$ cat config.mk
export PLATFORM = sky130hd
export DESIGN_NAME = mmc1_bus_frontend
export DESIGN_NICKNAME = d
export VERILOG_FILES = /design/src/rtl/mmc1_bus_frontend.sv
export SDC_FILE = /design/constraint.sdc
export NUM_CORES = 1
export LEC_CHECK = 0
export BUFFER_PORTS_ARGS = -buffer_cell sky130_fd_sc_hd__clkbuf_2
export CORE_MARGIN = 2
export CORE_UTILIZATION = 45
export CTS_BUF_LIST = sky130_fd_sc_hd__clkbuf_8
export DETAILED_ROUTE_END_ITERATION = 10
export PLACE_DENSITY = 0.64
export SKIP_CTS_REPAIR_TIMING = 1
export SYNTH_ARGS = -nofsm -noshare
export SYNTH_HDL_FRONTEND = slang
export SYNTH_SLANG_ARGS = --single-unit
$ cat constraint.sdc
create_clock -name CLK -period 2 [get_ports CLK]
set_input_delay 0.5 -clock CLK [delete_from_list [all_inputs] [get_ports CLK]]
set_output_delay 0.5 -clock CLK [all_outputs]
set_load 0.1 [all_outputs]
$ cat src/rtl/mmc1_bus_frontend.sv
// rtl/mmc1_bus_frontend.sv - MMC1 CPU-bus front end: oversampled bus sync, M2 phase tracking, write strobe generation
module mmc1_bus_frontend #(
    parameter int SYNC_STAGES = 2,
    parameter int MIN_HIGH    = 4,
    parameter int TIMEOUT     = 255
) (
    input  logic       CLK,
    input  logic       RST,
    input  logic       CPU_M2,
    input  logic       nCPU_ROMSEL,
    input  logic       nCPU_RW,
    input  logic       CPU_A13,
    input  logic       CPU_A14,
    input  logic       CPU_D0,
    input  logic       CPU_D7,
    output logic       WR_STB,
    output logic       WR_CLR,
    output logic       WR_D0,
    output logic [1:0] WR_SEL,
    output logic       IGN_STB,
    output logic       M2_LOST
);

    localparam int IW = $clog2(TIMEOUT + 1);
    localparam int HW = $clog2(MIN_HIGH + 1);
    // bit order {D7, D0, A14, A13, RW_n, ROMSEL_n, M2}; active-low strobes idle high
    localparam logic [6:0] SYNC_RST = 7'b0000110;

    typedef enum logic [1:0] {
        ST_LOW    = 2'd0,
        ST_HIGH   = 2'd1,
        ST_COMMIT = 2'd2
    } state_t;

    logic [6:0]    sync_q [SYNC_STAGES];
    logic [6:0]    s_bus;
    logic          s_m2, s_romsel_n, s_rw_n, s_a13, s_a14, s_d0, s_d7;
    logic          m2_d, m2_rise, m2_edge;
    logic [IW-1:0] idle_cnt, idle_nxt;
    logic          timeout, force_low, cap_en;
    logic [HW-1:0] hi_cnt;
    logic          prev_wr;
    logic          h_qual, h_d7, h_d0;
    logic [1:0]    h_sel;
    state_t        state;

    always_ff @(posedge CLK or posedge RST) begin
        if (RST) begin
            for (int i = 0; i < SYNC_STAGES; i++) sync_q[i] <= SYNC_RST;
        end else begin
            sync_q[0] <= {CPU_D7, CPU_D0, CPU_A14, CPU_A13, nCPU_RW, nCPU_ROMSEL, CPU_M2};
            for (int i = 1; i < SYNC_STAGES; i++) sync_q[i] <= sync_q[i-1];
        end
    end

    assign s_bus      = sync_q[SYNC_STAGES-1];
    assign s_m2       = s_bus[0];
    assign s_romsel_n = s_bus[1];
    assign s_rw_n     = s_bus[2];
    assign s_a13      = s_bus[3];
    assign s_a14      = s_bus[4];
    assign s_d0       = s_bus[5];
    assign s_d7       = s_bus[6];

    assign m2_rise   = s_m2 & ~m2_d;
    assign m2_edge   = s_m2 ^ m2_d;
    assign timeout   = (idle_cnt == IW'(TIMEOUT));
    assign idle_nxt  = m2_edge ? '0 : (timeout ? idle_cnt : idle_cnt + IW'(1));
    assign force_low = timeout & ~m2_edge;

    // The hold register tracks every high sample, so the last one before the fall wins
    assign cap_en = ~force_low & s_m2 &
                    ((state == ST_LOW && m2_rise) || state == ST_HIGH || state == ST_COMMIT);

    always_ff @(posedge CLK or posedge RST) begin
        if (RST) begin
            h_qual <= 1'b0;
            h_d7   <= 1'b0;
            h_d0   <= 1'b0;
            h_sel  <= 2'b00;
        end else if (cap_en) begin
            h_qual <= ~s_romsel_n & ~s_rw_n;
            h_d7   <= s_d7;
            h_d0   <= s_d0;
            h_sel  <= {s_a14, s_a13};
        end
    end

    always_ff @(posedge CLK or posedge RST) begin
        if (RST) begin
            state    <= ST_LOW;
            m2_d     <= 1'b0;
            idle_cnt <= '0;
            hi_cnt   <= '0;
            prev_wr  <= 1'b0;
            WR_STB   <= 1'b0;
            WR_CLR   <= 1'b0;
            WR_D0    <= 1'b0;
            WR_SEL   <= 2'b00;
            IGN_STB  <= 1'b0;
            M2_LOST  <= 1'b0;
        end else begin
            m2_d     <= s_m2;
            idle_cnt <= idle_nxt;
            WR_STB   <= 1'b0;
            IGN_STB  <= 1'b0;

            if (m2_rise)
                M2_LOST <= 1'b0;
            else if (idle_nxt == IW'(TIMEOUT))
                M2_LOST <= 1'b1;

            if (force_low) begin
                state   <= ST_LOW;
                hi_cnt  <= '0;
                prev_wr <= 1'b0;
            end else begin
                case (state)
                    ST_LOW: begin
                        if (m2_rise) begin
                            state  <= ST_HIGH;
                            hi_cnt <= HW'(1);
                        end
                    end
                    ST_HIGH: begin
                        if (s_m2) begin
                            if (hi_cnt != HW'(MIN_HIGH)) hi_cnt <= hi_cnt + HW'(1);
                        end else if (hi_cnt < HW'(MIN_HIGH)) begin
                            state <= ST_LOW;
                        end else begin
                            state <= ST_COMMIT;
                        end
                    end
                    ST_COMMIT: begin
                        // D7 resets bypass the consecutive-write suppression
                        if (h_qual) begin
                            if (h_d7 || !prev_wr) begin
                                WR_STB  <= 1'b1;
                                WR_CLR  <= h_d7;
                                WR_D0   <= h_d0;
                                WR_SEL  <= h_sel;
                                prev_wr <= 1'b1;
                            end else begin
                                IGN_STB <= 1'b1;
                            end
                        end else begin
                            prev_wr <= 1'b0;
                        end
                        if (s_m2) begin
                            state  <= ST_HIGH;
                            hi_cnt <= HW'(1);
                        end else begin
                            state <= ST_LOW;
                        end
                    end
                    default: state <= ST_LOW;
                endcase
            end
        end
    end

endmodule

# After elaboration in Yosys (flattened, before gate mapping)

Cells that the tools add are included.

Flip-flop bits (word level): 41
Output and inout bits: 7

Add/subtract/negate cells: 2
$lt $le $gt $ge: 1
Eq/ne operators: 11
Mux-type cells: 28
Bitwise gates (word level): 11
Reductions and logical operators: 13

Operator list:

| cell                | number |
|---|---|
| $eq 8x8->1 const B  | 2 |
| $mux 8              | 2 |
| $mux 1              | 15 |
| $mux 3              | 5 |
| $ne 3x3->1 const B  | 5 |
| $pmux 3 s3          | 1 |
| $add 8x1->8 const B | 1 |
| $mux 2              | 4 |
| $ne 3x2->1 const B  | 2 |
| $pmux 2 s3          | 1 |
| $and 1x1->1         | 5 |
| $not 1->1           | 5 |
| $reduce_and 5->1    | 1 |
| $reduce_and 2->1    | 2 |
| $reduce_and 4->1    | 1 |
| $reduce_bool 2->1   | 2 |
| $reduce_bool 4->1   | 1 |
| $add 3x1->3 const B | 1 |
| $logic_or 1x1->1    | 3 |
| $lt 3x3->1 const B  | 1 |
| $eq 2x1->1 const B  | 1 |
| $eq 2x2->1 const B  | 1 |
| $logic_not 2->1     | 1 |
| $logic_and 1x1->1   | 1 |
| 2 further kinds     | 2 |

# Depth between registers and ports, before layout

Depth in word-level cells: 6
Gate-level depth with buffers: 7

# Worst setup path after synthesis

OpenSTA, ideal clock, no wires.

Path kind: register -> register
Start point: register sync_q (netlist bit s_bus[0])
End point: register h_d0
Setup time: 125 ps
Arrival: 1726 ps
Setup slack: 149 ps
Cell stages (with the launch flop): 7
Period minus slack after synthesis: 1851 ps
Path through: dfrtp_1 > ha_1 > clkinv_1 > nor3_4 > buf_6 > nor2_4 > mux2_4

Cells in the longest elaborated chain, start to end: 6
Elaborated cells between the ends (all ways): 10
Classes of those cells: 7 x bitwise; 3 x reduce/logical

RTL lines:

| element                    | RTL line | text |
|---|---|---|
| start, declared            | 35       | `logic [6:0] sync_q [SYNC_STAGES];` |
| $xor 1x1->1                | 66       | `assign m2_edge = s_m2 ^ m2_d;` |
| $not 1->1                  | 69       | `assign force_low = timeout & ~m2_edge;` |
| $and 1x1->1                | 69       |  |
| $not 1->1 (no source line) | -        |  |
| $and 1x1->1                | 72       | `assign cap_en = ~force_low & s_m2 &` |
| $and 1x1->1 *              | 72       |  |
| end signal, assigned       | 79       | `h_d0 <= 1'b0;` |
| end signal, assigned       | 84       | `h_d0 <= s_d0;` |
| end, declared              | 43       | `logic h_qual, h_d7, h_d0;` |

Mark *: on every way between the ends. The rest lies on a longest branch, timed or not.
A chain may end at the register's enable or synchronous reset.

# Worst setup path after layout

Start point: register idle_cnt[1]
End point: register WR_D0

Cells in the longest elaborated chain, start to end: 4

RTL lines:

| element                           | RTL line | text |
|---|---|---|
| start, declared                   | 39       | `logic [IW-1:0] idle_cnt, idle_nxt;` |
| start signal, assigned            | 104      | `idle_cnt <= idle_nxt;` |
| $eq 8x8->1                        | 67       | `assign timeout = (idle_cnt == IW'(TIMEOUT));` |
| $and 1x1->1                       | 69       |  |
| $not 1->1 (no source line)        | -        |  |
| $reduce_and 4->1 (no source line) | -        |  |
| end signal, assigned              | 98       | `WR_D0 <= 1'b0;` |
| end signal, assigned              | 140      | `WR_D0 <= h_d0;` |
| end, declared                     | 18       | `output logic WR_D0,` |

No other way between the ends.

==> metrics.txt <==
# TYPE chip_impl_metric gauge
chip_impl_metric{name="maxClockFrequency",unit="MHz"} 546
chip_impl_metric{name="synth_mux_area_share",unit="%"} 6.97
chip_impl_metric{name="number_of_synthesized_flops_with_an_enable_pin",unit=""} 0
chip_impl_metric{name="mappedNetlistArea",unit="um2"} 1850
chip_impl_metric{name="insertedDiodeCount",unit=""} 0
chip_impl_metric{name="place.detailed.instances",unit=""} 220
chip_impl_info{name="dominantRegCellSynth",value="sky130_fd_sc_hd__dfrtp_1"} 1
chip_impl_metric{name="chipHeight",unit="um"} 68.1
chip_impl_metric{name="fraction_of_the_cycle_the_final_worst_path_needs",unit="%"} 91.6
chip_impl_info{name="timing.hold.worst.class",value="in -> reg"} 1
chip_impl_metric{name="crit_path_max_fanout",unit=""} 10
chip_impl_metric{name="finalHoldViolations",unit=""} 0
chip_impl_info{name="outcome",value="complete, no violations"} 1
chip_impl_metric{name="fin_cells",unit=""} 230
chip_impl_metric{name="clk-insertion-delay-late",unit="ns"} 0.30
chip_impl_metric{name="first_global_vias",unit=""} 1373
chip_impl_info{name="rsz0062_at_grt",value="no"} 1
chip_impl_metric{name="worstPathRequired",unit="ns"} 2.19
chip_impl_metric{name="slew_headroom",unit="%"} 63.9
chip_impl_metric{name="synth.yosys.warnings",unit=""} 0
chip_impl_info{name="critPathKind",value="reg -> reg"} 1
chip_impl_metric{name="portBuffers",unit=""} 15
chip_impl_info{name="synthDominantAreaCellType",value="sky130_fd_sc_hd__dfrtp_1"} 1
chip_impl_metric{name="floorplan.core_area",unit="um2"} 3970
chip_impl_metric{name="syn2layout_area_growth",unit="%"} 14.1
chip_impl_metric{name="ir_worst_vdd",unit="mV"} 0.711
chip_impl_metric{name="synth_compound_gate_area_share",unit="%"} 12.4
chip_impl_metric{name="ys_async_sr_fraction",unit="%"} 100
chip_impl_metric{name="std_cell_rows",unit=""} 23
chip_impl_metric{name="power.density_cell_area",unit="nW/um2"} 1250
chip_impl_metric{name="postSynthAreaPerCell",unit="um2"} 12.0
chip_impl_metric{name="number_of_antenna_violations_at_the_first_check_in_global_routing",unit=""} 0
chip_impl_metric{name="grt_start_max_net_pins",unit=""} 42
chip_impl_info{name="cts.root.buffer_cell",value="sky130_fd_sc_hd__clkbuf_8"} 1
chip_impl_metric{name="yosys.cell_types.count",unit=""} 44
chip_impl_metric{name="synthSimpleGateAreaFrac",unit="%"} 15.4
chip_impl_metric{name="dp.final_hpwl",unit="mm"} 2.42
chip_impl_metric{name="global_route_wire_length_before_repair",unit="mm"} 6.00
chip_impl_metric{name="antenna_left",unit=""} 0
chip_impl_metric{name="wl_per_cell",unit="um"} 14.8
chip_impl_metric{name="report.final.slew_viol_count",unit=""} 0
chip_impl_metric{name="cellLeakagePower",unit="nW"} 1.00
chip_impl_metric{name="clock_sink_count",unit=""} 41
chip_impl_metric{name="cts.path.max_buffers",unit=""} 2
chip_impl_metric{name="synthDominantCellAreaShare",unit="%"} 50.1
chip_impl_metric{name="die_width",unit="um"} 68.1
chip_impl_metric{name="data_arrival_time_at_the_worst_slack_endpoint",unit="ns"} 2.02
chip_impl_metric{name="worst_pin_slew",unit="ns"} 0.544
chip_impl_metric{name="number_of_nets_in_the_layout",unit=""} 196
chip_impl_metric{name="finalSetupViolCount",unit=""} 0
chip_impl_info{name="endpoint_kind",value="flop"} 1
chip_impl_metric{name="drt_wl_total",unit="mm"} 3.41
chip_impl_metric{name="timing.clock.skew",unit="ns"} 0.0125
chip_impl_metric{name="drc_errors",unit=""} 0
chip_impl_info{name="critPathLaunchType",value="flop"} 1
chip_impl_info{name="yosys-top-cells-area",value="sky130_fd_sc_hd__dfrtp_1 50%, sky130_fd_sc_hd__dfstp_2 5.7%, sky130_fd_sc_hd__ha_1 5.4%"} 1
chip_impl_metric{name="netlist_instances",unit=""} 154
chip_impl_metric{name="met2_length",unit="mm"} 1.76
chip_impl_metric{name="place_congestion",unit=""} 0.764
chip_impl_metric{name="cts_buffers",unit=""} 5
chip_impl_info{name="synth_top_family_by_area",value="simple AND/OR/NAND/NOR gates"} 1
chip_impl_metric{name="cts.htree.levels",unit=""} 2
chip_impl_metric{name="clk_pin_slew_worst_paths",unit="ns"} 0.09
chip_impl_metric{name="globalRouteTotalUtil",unit="%"} 17.8
chip_impl_metric{name="post_route_setup_tns",unit="ns"} 0
chip_impl_info{name="dr.max_layer_used",value="met4"} 1
chip_impl_metric{name="yosys_register_bits",unit=""} 41
chip_impl_metric{name="detailedRoute.firstPassIterationCount",unit=""} 4
chip_impl_metric{name="vias",unit=""} 1263
chip_impl_metric{name="floorplan.io_pins",unit=""} 16
chip_impl_metric{name="grt-ovfl-total",unit=""} 0
chip_impl_metric{name="synth.net_count",unit=""} 171
chip_impl_metric{name="route.layer.met1.wl",unit="mm"} 1.49
chip_impl_metric{name="fraction_of_synthesized_cell_area_in_xor_and_xnor_cells",unit="%"} 0.474
chip_impl_metric{name="post_drt_via_cell_ratio",unit=""} 5.49
chip_impl_metric{name="violation_count_after_the_first_detailed_routing_iteration",unit=""} 76
chip_impl_info{name="cts_tree",value="built"} 1
chip_impl_metric{name="yosysSeqAreaShare",unit="%"} 55.8
chip_impl_metric{name="synth-adder-area-share",unit="%"} 5.41
chip_impl_metric{name="layout_min_cycle_time",unit="ns"} 1.83
chip_impl_metric{name="route.met3.wl",unit="um"} 108
chip_impl_metric{name="die-area",unit="um2"} 4640
chip_impl_metric{name="initial_utilization",unit="%"} 46.6
chip_impl_metric{name="drv_cap",unit=""} 0
chip_impl_metric{name="post_route_cells_drive_above_1_share",unit="%"} 25.6
==> Yosys cell counts (2+ instances only) <==
library cell and number:
sky130_fd_sc_hd__nor4b_1 2, sky130_fd_sc_hd__o31ai_1 2, sky130_fd_sc_hd__nand2b_1 2, sky130_fd_sc_hd__mux2i_1 2
sky130_fd_sc_hd__dfrtp_1 37, sky130_fd_sc_hd__and4_1 3, sky130_fd_sc_hd__nand3_1 4, sky130_fd_sc_hd__and2_1 2
sky130_fd_sc_hd__dfstp_2 4, sky130_fd_sc_hd__buf_2 2, sky130_fd_sc_hd__mux2_4 5, sky130_fd_sc_hd__nand4_1 3
sky130_fd_sc_hd__and3_1 3, sky130_fd_sc_hd__nor2b_1 2, sky130_fd_sc_hd__nor2_1 10, sky130_fd_sc_hd__inv_1 10
sky130_fd_sc_hd__o32ai_1 2, sky130_fd_sc_hd__o21ai_0 3, sky130_fd_sc_hd__a21oi_1 10, sky130_fd_sc_hd__a31oi_1 4
sky130_fd_sc_hd__mux2_1 3, sky130_fd_sc_hd__ha_1 8, sky130_fd_sc_hd__nand2_1 8, sky130_fd_sc_hd__a211oi_1 3
==> sequential cells by signal (all words and copies together) (netlist names) <==
signal    count
IGN_STB       1
M2_LOST       1
WR_CLR        1
WR_D0         1
WR_SEL        2
WR_STB        1
h_d0          1
h_d7          1
h_qual        1
h_sel         2
hi_cnt        3
idle_cnt      8
m2_d          1
prev_wr       1
s_bus         7
state         2
sync_q        7
==> placed cells by master, fill, tap and decap left out, drive strengths merged, types with 3 or more instances in the layout <==
| master | count |
|---|---|
| dfrtp | 37 |
| clkbuf | 20 |
| nor2 | 11 |
| inv | 11 |
| a21oi | 10 |
| nand2 | 8 |
| ha | 8 |
| mux2 | 8 |
| buf | 7 |
| nand3 | 5 |
| a31oi | 4 |
| dfstp | 4 |
| a211oi | 4 |
| nand4 | 4 |
| and3 | 3 |
| and4 | 3 |
| o21ai | 3 |
| o31ai | 3 |
==> where the power goes <==
part           switching (mW)  internal (mW)  leakage, nW
combinational           0.617          0.333        0.445
sequential              0.129          0.993        0.510
clock                   0.306          0.252       0.0447
total                    1.05           1.58         1.00
==> layout make-up <==
type,instances,area (um2)
repair buffers,22,128
multi-input cells,98,754
flip-flops and latches,41,1030
clock buffers,5,68.8
well taps,50,62.6
inverters,11,41.3
fillers,340,1860
clock inverters,3,25.0
==> routing by layer <==
| layer | vias to the layer above | global-route usage [%] |
|---|---|---|
| met5 | - | 0 |
| met4 | 0 | 8.50 |
| met3 | 5 | 4.28 |
| met2 | 22 | 31.9 |
| met1 | 632 | 19.8 |
| li1 | 604 | - |
==> worst max-delay path: stages (launching register included) <==
cell and delay (ns):
sky130_fd_sc_hd__dfrtp_1 0.43, sky130_fd_sc_hd__ha_2 0.31, sky130_fd_sc_hd__nand3_2 0.14, sky130_fd_sc_hd__nor3_4 0.39, sky130_fd_sc_hd__a211oi_2 0.13, sky130_fd_sc_hd__mux2_1 0.34
==> metrics by stage <==
step	setup WS [ns]	util, %	area (um2)	total power [mW]	hold WS, ns
global route	0.0474	53.2	2110	2.80	0.258
floorplan	0.149	-	1850	1.89	0.331
global placement	0.217	50.3	2000	2.03	0.334
CTS	0.110	52.7	2090	2.65	0.266
finish	0.169	53.2	2110	2.63	0.273
detailed placement	0.113	50.3	2000	2.09	0.337
==> kinds of logic after synthesis <==
logic type,count (synthesis)
AO/OA/AOI/OAI,33
XOR/XNOR,1
adder cells (fa/ha/maj),8
buffers and inverters,15
flip-flops,41
multiplexers,10
AND/OR/NAND/NOR,46
==> worst paths after layout <==
check                                      start             endpoint  slack [ns]  depth (start not counted)
max in group asynchronous                    RST   s_bus[2]$_DFF_PP1_        1.35                          3
min                                      nCPU_RW  sync_q[9]$_DFF_PP1_        0.27                          1
max                        idle_cnt[1]$_DFF_PP0_    WR_D0$_DFFE_PP0P_        0.17                          5
min in group asynchronous                    RST    WR_D0$_DFFE_PP0P_        0.29                          3
max reg2reg                idle_cnt[1]$_DFF_PP0_    WR_D0$_DFFE_PP0P_        0.17                          5
min reg2reg                 sync_q[13]$_DFF_PP0_   s_bus[6]$_DFF_PP0_        0.36                          0
Power figures use the tool's default switching activity.
